<file path="config.mk">
export PLATFORM = sky130hd
export DESIGN_NAME = wb_arbiter_flat
export DESIGN_NICKNAME = d
export VERILOG_FILES = /design/src/rtl/wb_pkg.sv /design/src/rtl/wb_arbiter_if.sv /design/src/rtl/wb_fifo.sv /design/src/rtl/wb_arbiter.sv /design/src/flat_wrapper.sv
export SDC_FILE = /design/constraint.sdc
export NUM_CORES = 1
export LEC_CHECK = 0
export CORE_MARGIN = 4
export CORE_UTILIZATION = 65
export CTS_CLUSTER_SIZE = 14
export DETAILED_ROUTE_END_ITERATION = 6
export DONT_BUFFER_PORTS = 1
export GPL_TIMING_DRIVEN = 1
export PLACE_DENSITY_LB_ADDON = 0.08
export SETUP_SLACK_MARGIN = 0.4
export SYNTH_ARGS = -nofsm -noshare
export SYNTH_HDL_FRONTEND = slang
export SYNTH_SLANG_ARGS = --single-unit
</file>
<file path="constraint.sdc">
create_clock -name clk -period 8.4 [get_ports clk]
set_clock_uncertainty 0.2 [all_clocks]
set_input_delay 0.84 -clock clk [delete_from_list [all_inputs] [get_ports clk]]
set_output_delay 0.84 -clock clk [all_outputs]
set_load 0.01 [all_outputs]
</file>
<file path="src/rtl/wb_pkg.sv">
// Write-back arbiter shared types: entry bundle and width helpers.
// Optional forwarding is enabled with the WB_FWD_EN macro.
package wb_pkg;

  localparam int XLEN   = 32;
  localparam int REG_AW = 5;

  typedef struct packed {
    logic [REG_AW-1:0] rd;
    logic [XLEN-1:0]   wd;
  } wb_entry_t;

  // pointer carries one extra wrap bit
  function automatic int ptr_w(input int depth);
    return $clog2(depth) + 1;
  endfunction

  // occupancy must represent 0..depth inclusive
  function automatic int cnt_w(input int depth);
    return $clog2(depth) + 1;
  endfunction

endpackage

</file>
<file path="src/rtl/wb_arbiter_if.sv">
// Write-back arbiter bus: ALU/LSU results, hazard lookup, RF write port.
// WB_FWD_EN adds the rs1/rs2 forwarding outputs.
interface wb_arbiter_if
  import wb_pkg::*;
#(
  parameter int DEPTH = 4
);

  logic              alu_we;
  logic [REG_AW-1:0] alu_rd;
  logic [XLEN-1:0]   alu_wd;
  logic              lsu_valid;
  logic [REG_AW-1:0] lsu_rd;
  logic [XLEN-1:0]   lsu_wd;
  logic              lsu_ready;
  logic [REG_AW-1:0] rs1_q;
  logic [REG_AW-1:0] rs2_q;
  logic [REG_AW-1:0] rd_q;
  logic              rs1_busy;
  logic              rs2_busy;
  logic              rd_busy;
  logic              stall_req;
  logic              WE3;
  logic [REG_AW-1:0] A3;
  logic [XLEN-1:0]   WD3;
  logic [cnt_w(DEPTH)-1:0] q_count;
`ifdef WB_FWD_EN
  logic [XLEN-1:0]   rs1_fwd;
  logic [XLEN-1:0]   rs2_fwd;
  logic              rs1_fwd_v;
  logic              rs2_fwd_v;
`endif

`ifdef WB_FWD_EN
  modport slave (
    input  alu_we, alu_rd, alu_wd,
    input  lsu_valid, lsu_rd, lsu_wd,
    input  rs1_q, rs2_q, rd_q,
    output lsu_ready, rs1_busy, rs2_busy, rd_busy,
    output stall_req, WE3, A3, WD3, q_count,
    output rs1_fwd, rs2_fwd, rs1_fwd_v, rs2_fwd_v
  );
  modport master (
    output alu_we, alu_rd, alu_wd,
    output lsu_valid, lsu_rd, lsu_wd,
    output rs1_q, rs2_q, rd_q,
    input  lsu_ready, rs1_busy, rs2_busy, rd_busy,
    input  stall_req, WE3, A3, WD3, q_count,
    input  rs1_fwd, rs2_fwd, rs1_fwd_v, rs2_fwd_v
  );
`else
  modport slave (
    input  alu_we, alu_rd, alu_wd,
    input  lsu_valid, lsu_rd, lsu_wd,
    input  rs1_q, rs2_q, rd_q,
    output lsu_ready, rs1_busy, rs2_busy, rd_busy,
    output stall_req, WE3, A3, WD3, q_count
  );
  modport master (
    output alu_we, alu_rd, alu_wd,
    output lsu_valid, lsu_rd, lsu_wd,
    output rs1_q, rs2_q, rd_q,
    input  lsu_ready, rs1_busy, rs2_busy, rd_busy,
    input  stall_req, WE3, A3, WD3, q_count
  );
`endif

endinterface

</file>
<file path="src/rtl/wb_fifo.sv">
// Long-latency result queue; exposes entries oldest-first for the CAM.
// Pointers carry a wrap bit so full/empty need no separate flag.
module wb_fifo
  import wb_pkg::*;
#(
  parameter int DEPTH = 4
) (
  input  logic      clk,
  input  logic      rst,
  input  logic      push_i,
  input  logic      pop_i,
  input  wb_entry_t din_i,
  output logic      full_o,
  output logic      empty_o,
  output logic [cnt_w(DEPTH)-1:0] count_o,
  output wb_entry_t ent_o [DEPTH],
  output logic [DEPTH-1:0] vld_o
);

  localparam int AW = $clog2(DEPTH);
  localparam int PW = ptr_w(DEPTH);
  localparam int CW = cnt_w(DEPTH);

  logic [PW-1:0] wp_q, wp_d;
  logic [PW-1:0] rp_q, rp_d;
  wb_entry_t     mem_q [DEPTH];
  logic          do_push;
  logic          do_pop;

  assign full_o  = (wp_q[AW] != rp_q[AW]) &&
                   (wp_q[AW-1:0] == rp_q[AW-1:0]);
  assign empty_o = (wp_q == rp_q);
  assign count_o = CW'(wp_q - rp_q);
  assign do_push = push_i & ~full_o;
  assign do_pop  = pop_i & ~empty_o;

  // slot k is the k-th oldest queued entry
  for (genvar k = 0; k < DEPTH; k++) begin : g_ord
    assign ent_o[k] = mem_q[AW'(rp_q[AW-1:0] + AW'(k))];
    assign vld_o[k] = (CW'(k) < count_o);
  end

  // pointer advance
  always_comb begin
    wp_d = wp_q;
    rp_d = rp_q;
    if (do_push) wp_d = wp_q + PW'(1);
    if (do_pop)  rp_d = rp_q + PW'(1);
  end

  // pointer state
  always_ff @(posedge clk or negedge rst) begin
    if (!rst) begin
      wp_q <= '0;
      rp_q <= '0;
    end else begin
      wp_q <= wp_d;
      rp_q <= rp_d;
    end
  end

  // entry storage, written at the tail
  always_ff @(posedge clk) begin
    if (do_push) mem_q[wp_q[AW-1:0]] <= din_i;
  end

endmodule

</file>
<file path="src/rtl/wb_arbiter.sv">
// RF write-port arbiter: ALU first, queued LSU/MUL results otherwise.
// WB_FWD_EN adds youngest-match forwarding of queued data.
module wb_arbiter
  import wb_pkg::*;
#(
  parameter int DEPTH      = 4,
  parameter int STARVE_MAX = 3
) (
  input logic         clk,
  input logic         rst,
  wb_arbiter_if.slave bus
);

  localparam int CW = cnt_w(DEPTH);
  localparam int SW = $clog2(STARVE_MAX + 1);

  logic            full;
  logic            empty;
  logic [CW-1:0]   count;
  wb_entry_t       ent [DEPTH];
  logic [DEPTH-1:0] vld;
  logic [DEPTH-1:0] live;
  logic            alu_gnt;
  logic            push;
  logic            pop;
  wb_entry_t       din;
  logic [SW-1:0]   starve_q, starve_d;
  logic            stall_q, stall_d;
  logic            rs1_m, rs2_m, rd_m;
  logic [XLEN-1:0] rs1_dat, rs2_dat;

  assign alu_gnt = rst & bus.alu_we & (bus.alu_rd != '0);
  assign pop     = rst & ~alu_gnt & ~empty;
  assign bus.lsu_ready = rst & ~full;
  assign push    = bus.lsu_valid & bus.lsu_ready &
                   (bus.lsu_rd != '0);
  assign din     = '{rd: bus.lsu_rd, wd: bus.lsu_wd};
  assign bus.q_count   = count;
  assign bus.stall_req = stall_q;

  wb_fifo #(
    .DEPTH (DEPTH)
  ) u_fifo (
    .clk     (clk),
    .rst     (rst),
    .push_i  (push),
    .pop_i   (pop),
    .din_i   (din),
    .full_o  (full),
    .empty_o (empty),
    .count_o (count),
    .ent_o   (ent),
    .vld_o   (vld)
  );

  // write-port grant: ALU wins, else drain the head
  always_comb begin
    bus.WE3 = 1'b0;
    bus.A3  = '0;
    bus.WD3 = '0;
    if (alu_gnt) begin
      bus.WE3 = 1'b1;
      bus.A3  = bus.alu_rd;
      bus.WD3 = bus.alu_wd;
    end else if (pop) begin
      bus.WE3 = 1'b1;
      bus.A3  = ent[0].rd;
      bus.WD3 = ent[0].wd;
    end
  end

  // hazard CAM; the head leaving this cycle no longer counts
  always_comb begin
    live    = vld;
    live[0] = vld[0] & ~pop;
    rs1_m   = 1'b0;
    rs2_m   = 1'b0;
    rd_m    = 1'b0;
    rs1_dat = '0;
    rs2_dat = '0;
    for (int k = 0; k < DEPTH; k++) begin
      if (live[k]) begin
        if (ent[k].rd == bus.rs1_q) begin
          rs1_m   = 1'b1;
          rs1_dat = ent[k].wd;
        end
        if (ent[k].rd == bus.rs2_q) begin
          rs2_m   = 1'b1;
          rs2_dat = ent[k].wd;
        end
        if (ent[k].rd == bus.rd_q) rd_m = 1'b1;
      end
    end
  end

  assign bus.rs1_busy = rst & rs1_m & (bus.rs1_q != '0);
  assign bus.rs2_busy = rst & rs2_m & (bus.rs2_q != '0);
  assign bus.rd_busy  = rst & rd_m & (bus.rd_q != '0);

`ifdef WB_FWD_EN
  assign bus.rs1_fwd_v = bus.rs1_busy;
  assign bus.rs2_fwd_v = bus.rs2_busy;
  assign bus.rs1_fwd   = bus.rs1_busy ? rs1_dat : '0;
  assign bus.rs2_fwd   = bus.rs2_busy ? rs2_dat : '0;
`else
  logic unused_fwd;
  assign unused_fwd = ^{rs1_dat, rs2_dat};
`endif

  // starvation count: ALU kept the port while entries waited
  always_comb begin
    starve_d = starve_q;
    stall_d  = 1'b0;
    if (empty || pop) begin
      starve_d = '0;
    end else if (alu_gnt) begin
      if (starve_q == SW'(STARVE_MAX - 1)) begin
        starve_d = '0;
        stall_d  = 1'b1;
      end else begin
        starve_d = starve_q + SW'(1);
      end
    end
  end

  // starvation state and one-cycle forced-drain request
  always_ff @(posedge clk or negedge rst) begin
    if (!rst) begin
      starve_q <= '0;
      stall_q  <= 1'b0;
    end else begin
      starve_q <= starve_d;
      stall_q  <= stall_d;
    end
  end

endmodule

</file>
<file path="src/flat_wrapper.sv">
// flat-port wrapper written by rule: the top's interface ports become plain ports
module wb_arbiter_flat import wb_pkg::*;
#(
  parameter int DEPTH      = 4,
  parameter int STARVE_MAX = 3
)
  (clk, rst, bus_alu_we, bus_alu_rd, bus_alu_wd, bus_lsu_valid, bus_lsu_rd, bus_lsu_wd, bus_rs1_q, bus_rs2_q, bus_rd_q, bus_lsu_ready, bus_rs1_busy, bus_rs2_busy, bus_rd_busy, bus_stall_req, bus_WE3, bus_A3, bus_WD3, bus_q_count);
  wb_arbiter_if #(.DEPTH(DEPTH)) bus_i ();
  input logic clk;
  input logic rst;
  input wire logic [$bits(bus_i.alu_we)-1:0] bus_alu_we;
  input wire logic [$bits(bus_i.alu_rd)-1:0] bus_alu_rd;
  input wire logic [$bits(bus_i.alu_wd)-1:0] bus_alu_wd;
  input wire logic [$bits(bus_i.lsu_valid)-1:0] bus_lsu_valid;
  input wire logic [$bits(bus_i.lsu_rd)-1:0] bus_lsu_rd;
  input wire logic [$bits(bus_i.lsu_wd)-1:0] bus_lsu_wd;
  input wire logic [$bits(bus_i.rs1_q)-1:0] bus_rs1_q;
  input wire logic [$bits(bus_i.rs2_q)-1:0] bus_rs2_q;
  input wire logic [$bits(bus_i.rd_q)-1:0] bus_rd_q;
  output wire logic [$bits(bus_i.lsu_ready)-1:0] bus_lsu_ready;
  output wire logic [$bits(bus_i.rs1_busy)-1:0] bus_rs1_busy;
  output wire logic [$bits(bus_i.rs2_busy)-1:0] bus_rs2_busy;
  output wire logic [$bits(bus_i.rd_busy)-1:0] bus_rd_busy;
  output wire logic [$bits(bus_i.stall_req)-1:0] bus_stall_req;
  output wire logic [$bits(bus_i.WE3)-1:0] bus_WE3;
  output wire logic [$bits(bus_i.A3)-1:0] bus_A3;
  output wire logic [$bits(bus_i.WD3)-1:0] bus_WD3;
  output wire logic [$bits(bus_i.q_count)-1:0] bus_q_count;
  assign bus_i.alu_we = bus_alu_we;
  assign bus_i.alu_rd = bus_alu_rd;
  assign bus_i.alu_wd = bus_alu_wd;
  assign bus_i.lsu_valid = bus_lsu_valid;
  assign bus_i.lsu_rd = bus_lsu_rd;
  assign bus_i.lsu_wd = bus_lsu_wd;
  assign bus_i.rs1_q = bus_rs1_q;
  assign bus_i.rs2_q = bus_rs2_q;
  assign bus_i.rd_q = bus_rd_q;
  assign bus_lsu_ready = bus_i.lsu_ready;
  assign bus_rs1_busy = bus_i.rs1_busy;
  assign bus_rs2_busy = bus_i.rs2_busy;
  assign bus_rd_busy = bus_i.rd_busy;
  assign bus_stall_req = bus_i.stall_req;
  assign bus_WE3 = bus_i.WE3;
  assign bus_A3 = bus_i.A3;
  assign bus_WD3 = bus_i.WD3;
  assign bus_q_count = bus_i.q_count;
  wb_arbiter #(.DEPTH(DEPTH), .STARVE_MAX(STARVE_MAX)) u_core (.clk(clk), .rst(rst), .bus(bus_i));
endmodule
</file>
; Word level (Yosys, flattened, before mapping)
; Memories as Yosys holds them, arrays and structs flattened.
; Index checks and enable logic that the tools add are counted.
[word_totals]
ff_bits = 9
ramBits = 148
inputBits = 93
out_inout_bits = 46
word_cells = 98
mem_count = 1
[memory_table]
columns = name, words, word_bits, rd, rd_clocked_by_memory_dff, write_ports, line
row1 = u_core.u_fifo.mem_q, 4, 37, 4, 0, 1, wb_fifo.sv:26  ; wb_entry_t mem_q [DEPTH];
[classes]
n_addsub = 7
magnitude_cmp = 4
n_eq_ne = 16
n_mux = 38
n_bitwise = 20
reduce_logical = 8
[op_table]
columns = operator, n
row1 = $mux W32, 2
row2 = $eq A5 B5 Y1, 12
row3 = $mux W1, 31
row4 = $reduce_bool A5 Y1, 5
row5 = $and A1 B1 Y1, 16
row6 = $mux W5, 2
row7 = $add A3 B1 Y3 const B, 2
row8 = $lt A1 B3 Y1 const A, 2
row9 = $lt A2 B3 Y1 const A, 2
row10 = $mux W2, 3
row11 = $add A2 B1 Y2 const B, 2
row12 = $add A2 B2 Y2 const B, 2
row13 = $not A1 Y1, 4
row14 = $eq A3 B3 Y1, 1
row15 = $sub A3 B3 Y3, 1
row16 = $eq A2 B2 Y1, 1
row17 = $eq A2 B2 Y1 const B, 1
row18 = $reduce_bool A2 Y1, 1
row19 = $logic_and A1 B1 Y1, 1
row20 = $logic_or A1 B1 Y1, 1
row21 = $ne A1 B1 Y1, 1

; Longest topological paths before layout
[depth]
ltp_word = 16
mapped_depth = 10
ltp_nobuf = 9

; Hierarchy
; From an unflattened synthesis, not the netlist that was laid out.
[hier_totals]
hier_cells = 556
area_unflattened_um2 = 9855.7
[modules_own_cells]
columns = mod, instances, cells_per_inst, area_each_um2, seq_area_each_um2
row1 = wb_fifo, 1, 378, 8458.1, 4594.4
row2 = wb_arbiter, 1, 178, 1397.6, 75.1

; Least setup slack after synthesis
; OpenSTA, ideal clock, no wires.
[synth_timing]
path_kind = reg2out
start = register u_core.u_fifo.rp_q[0]
end = output port bus_rd_busy
t_arrival_ns = 2.243
t_required_ns = 7.360
path_slack_ns = 5.117
stages_incl_launch_ff = 8
n_path_buf = 1
path_cell_list = dfrtp_1 -> ha_1 -> buf_4 -> mux4_2 -> xor2_1 -> nor4_1 -> a31oi_1 -> a31oi_1
[synth_between]
elab_chain_len = 14
[synth_rtl]
columns = element, line
row1 = "start, declared", wb_fifo.sv:25  ; logic [PW-1:0] rp_q, rp_d;
row2 = "start signal, assigned", wb_fifo.sv:58  ; rp_q <= rp_d;
row3 = branches (longest 11 deep; another with $sub A3 B3 Y3), --
row4 = $mux W1 *, wb_arbiter.sv:82  ; if (live[k]) begin
row5 = $and A1 B1 Y1 * (2 in a row), wb_arbiter.sv:98  ; assign bus.rd_busy = rst & rd_m & (bus.rd_q != '0);
row6 = "end, declared", flat_wrapper.sv:23  ; output wire logic [$bits(bus_i.rd_busy)-1:0] bus_rd_busy;
; Every way passes the cells marked *.

; Worst setup path in the final report
; Same ends and word-level chain as after synthesis.

==> impl_summary.txt <==
----------------------------------------------------
[Run status]
  Result of the run ... finished, final reports clean

[Synth]
  Post-synthesis adder-cell area fraction ... under 10%
  Average instance area after synthesis ... about 17 um2
  Unique cell type count in the Yosys netlist ... 43
  Synthesized instance count ... about 450
  Fraction of registers with async set/reset ... between 5 and 6%
  Number of enable flip-flop cells after synthesis ... 148
  Compound-Gate Fraction of Synth Area ... under 10%
  Synthesis Warnings ... 0
  Post-synthesis register bit count ... 157
  Sequential element share of the synthesized area ... around three fifths
  Simple logic cell fraction of the synthesized area ... between 3 and 4%
  Largest family of logic cells by synthesized area ... multiplexers
  XOR/XNOR share of the synthesized area ... 8.03%
  Multiplexer share of the synthesized area ... 16.5%
  Commonest register cell after synthesis ... sky130_fd_sc_hd__edfxtp_1
  Nets in the synthesized netlist ... 548
  Area of the mapped netlist ... 7580 um2

[Drt]
  Post-detailed-route wirelength per cell ... 25.0 um
  Vias after detailed routing ... 3954
  Detailed-route vias per instance ... 6.74
  DR pass1 iterations ... 5
  Total wire length ... 14.7 mm
  Total DRC errors in the routed layout ... 0
  Initial drt markers ... 235
  Post-route antenna net violation count ... 0

[Timing]
  Maximum frequency from static timing analysis ... 212 MHz
  Setup violation total in the final timing report ... 0
  Relative max-transition margin ... about a third
  Minimum clock period ... 4.72 ns
  Fin crit share ... 56.2%
  RSZ-0062 raised after global routing ... false
  Hold Slack ... a little over 0.3 ns
  Worst slew pin tran ... 0.997 ns
  Sum of negative setup slack ... 0 ns
  Final hold violations ... 0
  Max-slew violation count ... 0

[Worst hold path]
  Cell depth of the worst hold path ... 1
  Hold Crit Class ... reg -> reg
  Endpoint of the worst hold path ... u_core.bus.stall_req$_DFF_PN0_
  Launch instance of the worst min-delay path ... u_core.starve_q[0]$_DFFE_PN0P_

[Run]
  Maximum Capacitance Violations ... 0

[Floorplan]
  Horizontal die dimension ... roughly 120 um
  Area of the die ... 13500 um2
  Top-level port count ... 139
  Starting density of the core ... 66.4%
  Die Y-Extent ... ~120 um
  Total core area ... approximately 11000 um2
  Rows ... 39

[Clock network]
  Max Buffers Root-to-Sink ... 2
  CTS root buf ... sky130_fd_sc_hd__clkbuf_16
  Sinks on the clock net ... 157
  Clock transition at path regs ... 0.06 ns
  Number of setup buffers added after CTS ... 0
  Count of H-tree levels built during CTS ... 4
  Clock Latency Late Sink ... 0.40 ns
  Cts bufs inserted ... 17
  TritonCTS clock tree ... done
  Post-cts sizing count ... 0

[Finish]
  Multi-input combinational cell area ... between 2000 and 3000 um2
  Final-layout fill cell count ... 737
  Number of diodes added for antenna fixing ... 0
  Core Util, Final ... about 70%
  Relative area change from synthesis to final layout ... 7.92%
  FF/Latch Area ... 4670 um2
  Total Nets Final ... 533
  Fraction of layout cells with a size suffix above 1 ... between 15 and 20%

[Setup path]
  Critical path cell sequence ... ha_1, mux4_2, xor2_1, nor4_1, a31oi_1, a31oi_1
  Critical setup path kind ... reg -> out
  Critical path data required time ... 7.36 ns
  Arrival time worst endpoint ... roughly 3.7 ns
  Master of the slowest instance on the critical path ... sky130_fd_sc_hd__dfrtp_4
  Most prevalent standard cell on the critical path ... sky130_fd_sc_hd__a31oi_1
  Number of cells on the worst reg-to-reg path ... 5
  End of the worst register-to-register path ... u_core.u_fifo.mem_q[2][17]$_DFFE_PP_
  Critical path launch point type ... register
  Cell class contributing the biggest share of worst-path delay ... flip-flops
  R2r startpoint ... u_core.u_fifo.rp_q[0]$_DFFE_PN0P_
  Largest stage delay on the critical path ... 1.07 ns
  Worst setup EP type ... output port
  Maximum net fanout on the critical path ... 57
  Worst-case register-to-register setup slack ... 4.69 ns
  Worst path buffer plus inverter count ... 0

[Placed design]
  Number of port buffers ... 0
  HPWL after DPL ... 9.60 mm
  GP Congestion ... around 0.93

[Global routing]
  Largest net degree at the start of global routing ... 58
  Antenna violations before repair ... 0
  Via count of the first global-routing pass ... 4183
  Global-route wire length before repair ... 23.3 mm
  Aggregate global-route resource usage ... 23.5%
  Total overflow reported by the global router ... 0

[Pwr]
  Leakage power total ... 2.71 nW
  Power per cell area ... 353 nW/um2
  Worst IR drop on VDD ... 0.269 mV

----------------------------------------------------
[per-layer routing]
layer	vias up	part of all wire (%)	global-route usage (%)
met5	-	0	0
met4	0	1.7	7.97
met3	19	7.1	6.68
met2	146	51	37.6
met1	2034	41	31.8
li1	1755	-	-
[cell usage after synthesis, types with 6 or more instances]
library cell               number  area [um2]
sky130_fd_sc_hd__mux4_1         9         236
sky130_fd_sc_hd__ha_1           7        87.6
sky130_fd_sc_hd__xor2_1        32         280
sky130_fd_sc_hd__mux4_2        38         856
sky130_fd_sc_hd__xnor2_1       35         307
sky130_fd_sc_hd__inv_1          6        22.5
sky130_fd_sc_hd__o21ai_0        8        40.0
sky130_fd_sc_hd__a22o_1        35         307
sky130_fd_sc_hd__mux2i_1        8        80.1
sky130_fd_sc_hd__dfrtp_1        9         225
sky130_fd_sc_hd__nor4_1         6        37.5
sky130_fd_sc_hd__nor2_1         7        26.3
sky130_fd_sc_hd__edfxtp_1     148        4440
sky130_fd_sc_hd__clkbuf_1      19        71.3
sky130_fd_sc_hd__buf_2          9        45.0
sky130_fd_sc_hd__nand2_1       11        41.3
[power by group]
group	internal (mW)	switching (mW)	total [mW]
clock	0.412	0.309	0.720
combinational	0.509	0.581	1.09
sequential	0.970	0.108	1.08
total	1.89	0.998	2.89
[layout make-up]
cell class	instances	area share (%)
flip-flops and latches	157	57.1
inverters	6	0.275
clock buffers	17	5.20
repair buffers	3	0.306
multi-input cells	247	33.3
clock inverters	14	1.64
well taps	143	2.19
[worst max path at each step]
stage               cells after the start  slack (ns)                         startpoint          end
global route                            6        3.34  u_core.u_fifo.rp_q[0]$_DFFE_PN0P_  bus_rd_busy
CTS                                     6        3.58  u_core.u_fifo.rp_q[0]$_DFFE_PN0P_  bus_rd_busy
detailed placement                      6        4.03  u_core.u_fifo.rp_q[0]$_DFFE_PN0P_  bus_rd_busy
finish                                  6        3.68  u_core.u_fifo.rp_q[0]$_DFFE_PN0P_  bus_rd_busy
floorplan                               7        5.12  u_core.u_fifo.rp_q[0]$_DFFE_PN0P_  bus_rd_busy
global placement                        6        4.05  u_core.u_fifo.rp_q[0]$_DFFE_PN0P_  bus_rd_busy
[timing repair]
action / in CTS / in global routing
hold buffers: 1 / 0
endpoints found under the hold margin: 9 / 0
setup endpoints to repair: 0 / 0
[cell usage in the layout, fill, tap and decap left out, types with 2 or more instances in the layout]
| cell type | instances |
|---|---|
| sky130_fd_sc_hd__xor2_1 | 32 |
| sky130_fd_sc_hd__nor3_1 | 2 |
| sky130_fd_sc_hd__nor2_1 | 6 |
| sky130_fd_sc_hd__mux2i_1 | 8 |
| sky130_fd_sc_hd__mux4_1 | 9 |
| sky130_fd_sc_hd__a22o_1 | 35 |
| sky130_fd_sc_hd__a31oi_1 | 4 |
| sky130_fd_sc_hd__dfrtp_1 | 7 |
| sky130_fd_sc_hd__o21ai_0 | 8 |
| sky130_fd_sc_hd__buf_4 | 2 |
| sky130_fd_sc_hd__nand4_1 | 4 |
| sky130_fd_sc_hd__ha_1 | 7 |
| sky130_fd_sc_hd__nand3_1 | 5 |
| sky130_fd_sc_hd__nand2b_1 | 2 |
| sky130_fd_sc_hd__edfxtp_1 | 148 |
| sky130_fd_sc_hd__a21oi_1 | 3 |
| sky130_fd_sc_hd__clkbuf_16 | 17 |
| sky130_fd_sc_hd__nor4_2 | 2 |
| sky130_fd_sc_hd__mux2_4 | 3 |
| sky130_fd_sc_hd__mux2_2 | 3 |
| sky130_fd_sc_hd__inv_1 | 6 |
| sky130_fd_sc_hd__xnor2_1 | 35 |
| sky130_fd_sc_hd__and2_2 | 4 |
| sky130_fd_sc_hd__nor4_1 | 6 |
| sky130_fd_sc_hd__o21a_1 | 3 |
| sky130_fd_sc_hd__clkinv_2 | 2 |
| sky130_fd_sc_hd__clkinvlp_4 | 4 |
| sky130_fd_sc_hd__nand2_1 | 11 |
| sky130_fd_sc_hd__inv_6 | 5 |
| sky130_fd_sc_hd__or4_1 | 4 |
| sky130_fd_sc_hd__mux4_2 | 38 |
[cell families (layout without fill, tap and decap cells)]
family,Yosys count,after routing
muxes,61,61
xor gates and xnor gates,68,68
buffers and inverters,43,40
DFF,157,157
AOI/OAI and AO/OA,58,58
and+or+nand+nor,52,52
adders and majority gates,8,8
[per-stage QoR]
| stage | area [um2] | total power [mW] | setup WS (ns) | instances |
|---|---|---|---|---|
| after floorplan | 7580 | 2.00 | 5.12 | 447 |
| after global placement | 7610 | 2.18 | 4.05 | 555 |
| after detailed placement | 7610 | 2.19 | 4.03 | 555 |
| after CTS | 8180 | 2.91 | 3.58 | 587 |
| after global routing | 8180 | 3.05 | 3.34 | 587 |
| final | 8180 | 2.89 | 3.68 | 587 |
[state kept, by name (all words and copies together) (netlist names)]
signal                count
u_core.u_fifo.rp_q        3
u_core.u_fifo.mem_q     148
u_core.bus.stall_req      1
u_core.starve_q           2
u_core.u_fifo.wp_q        3
No activity file was read; power rests on OpenSTA's default activity.
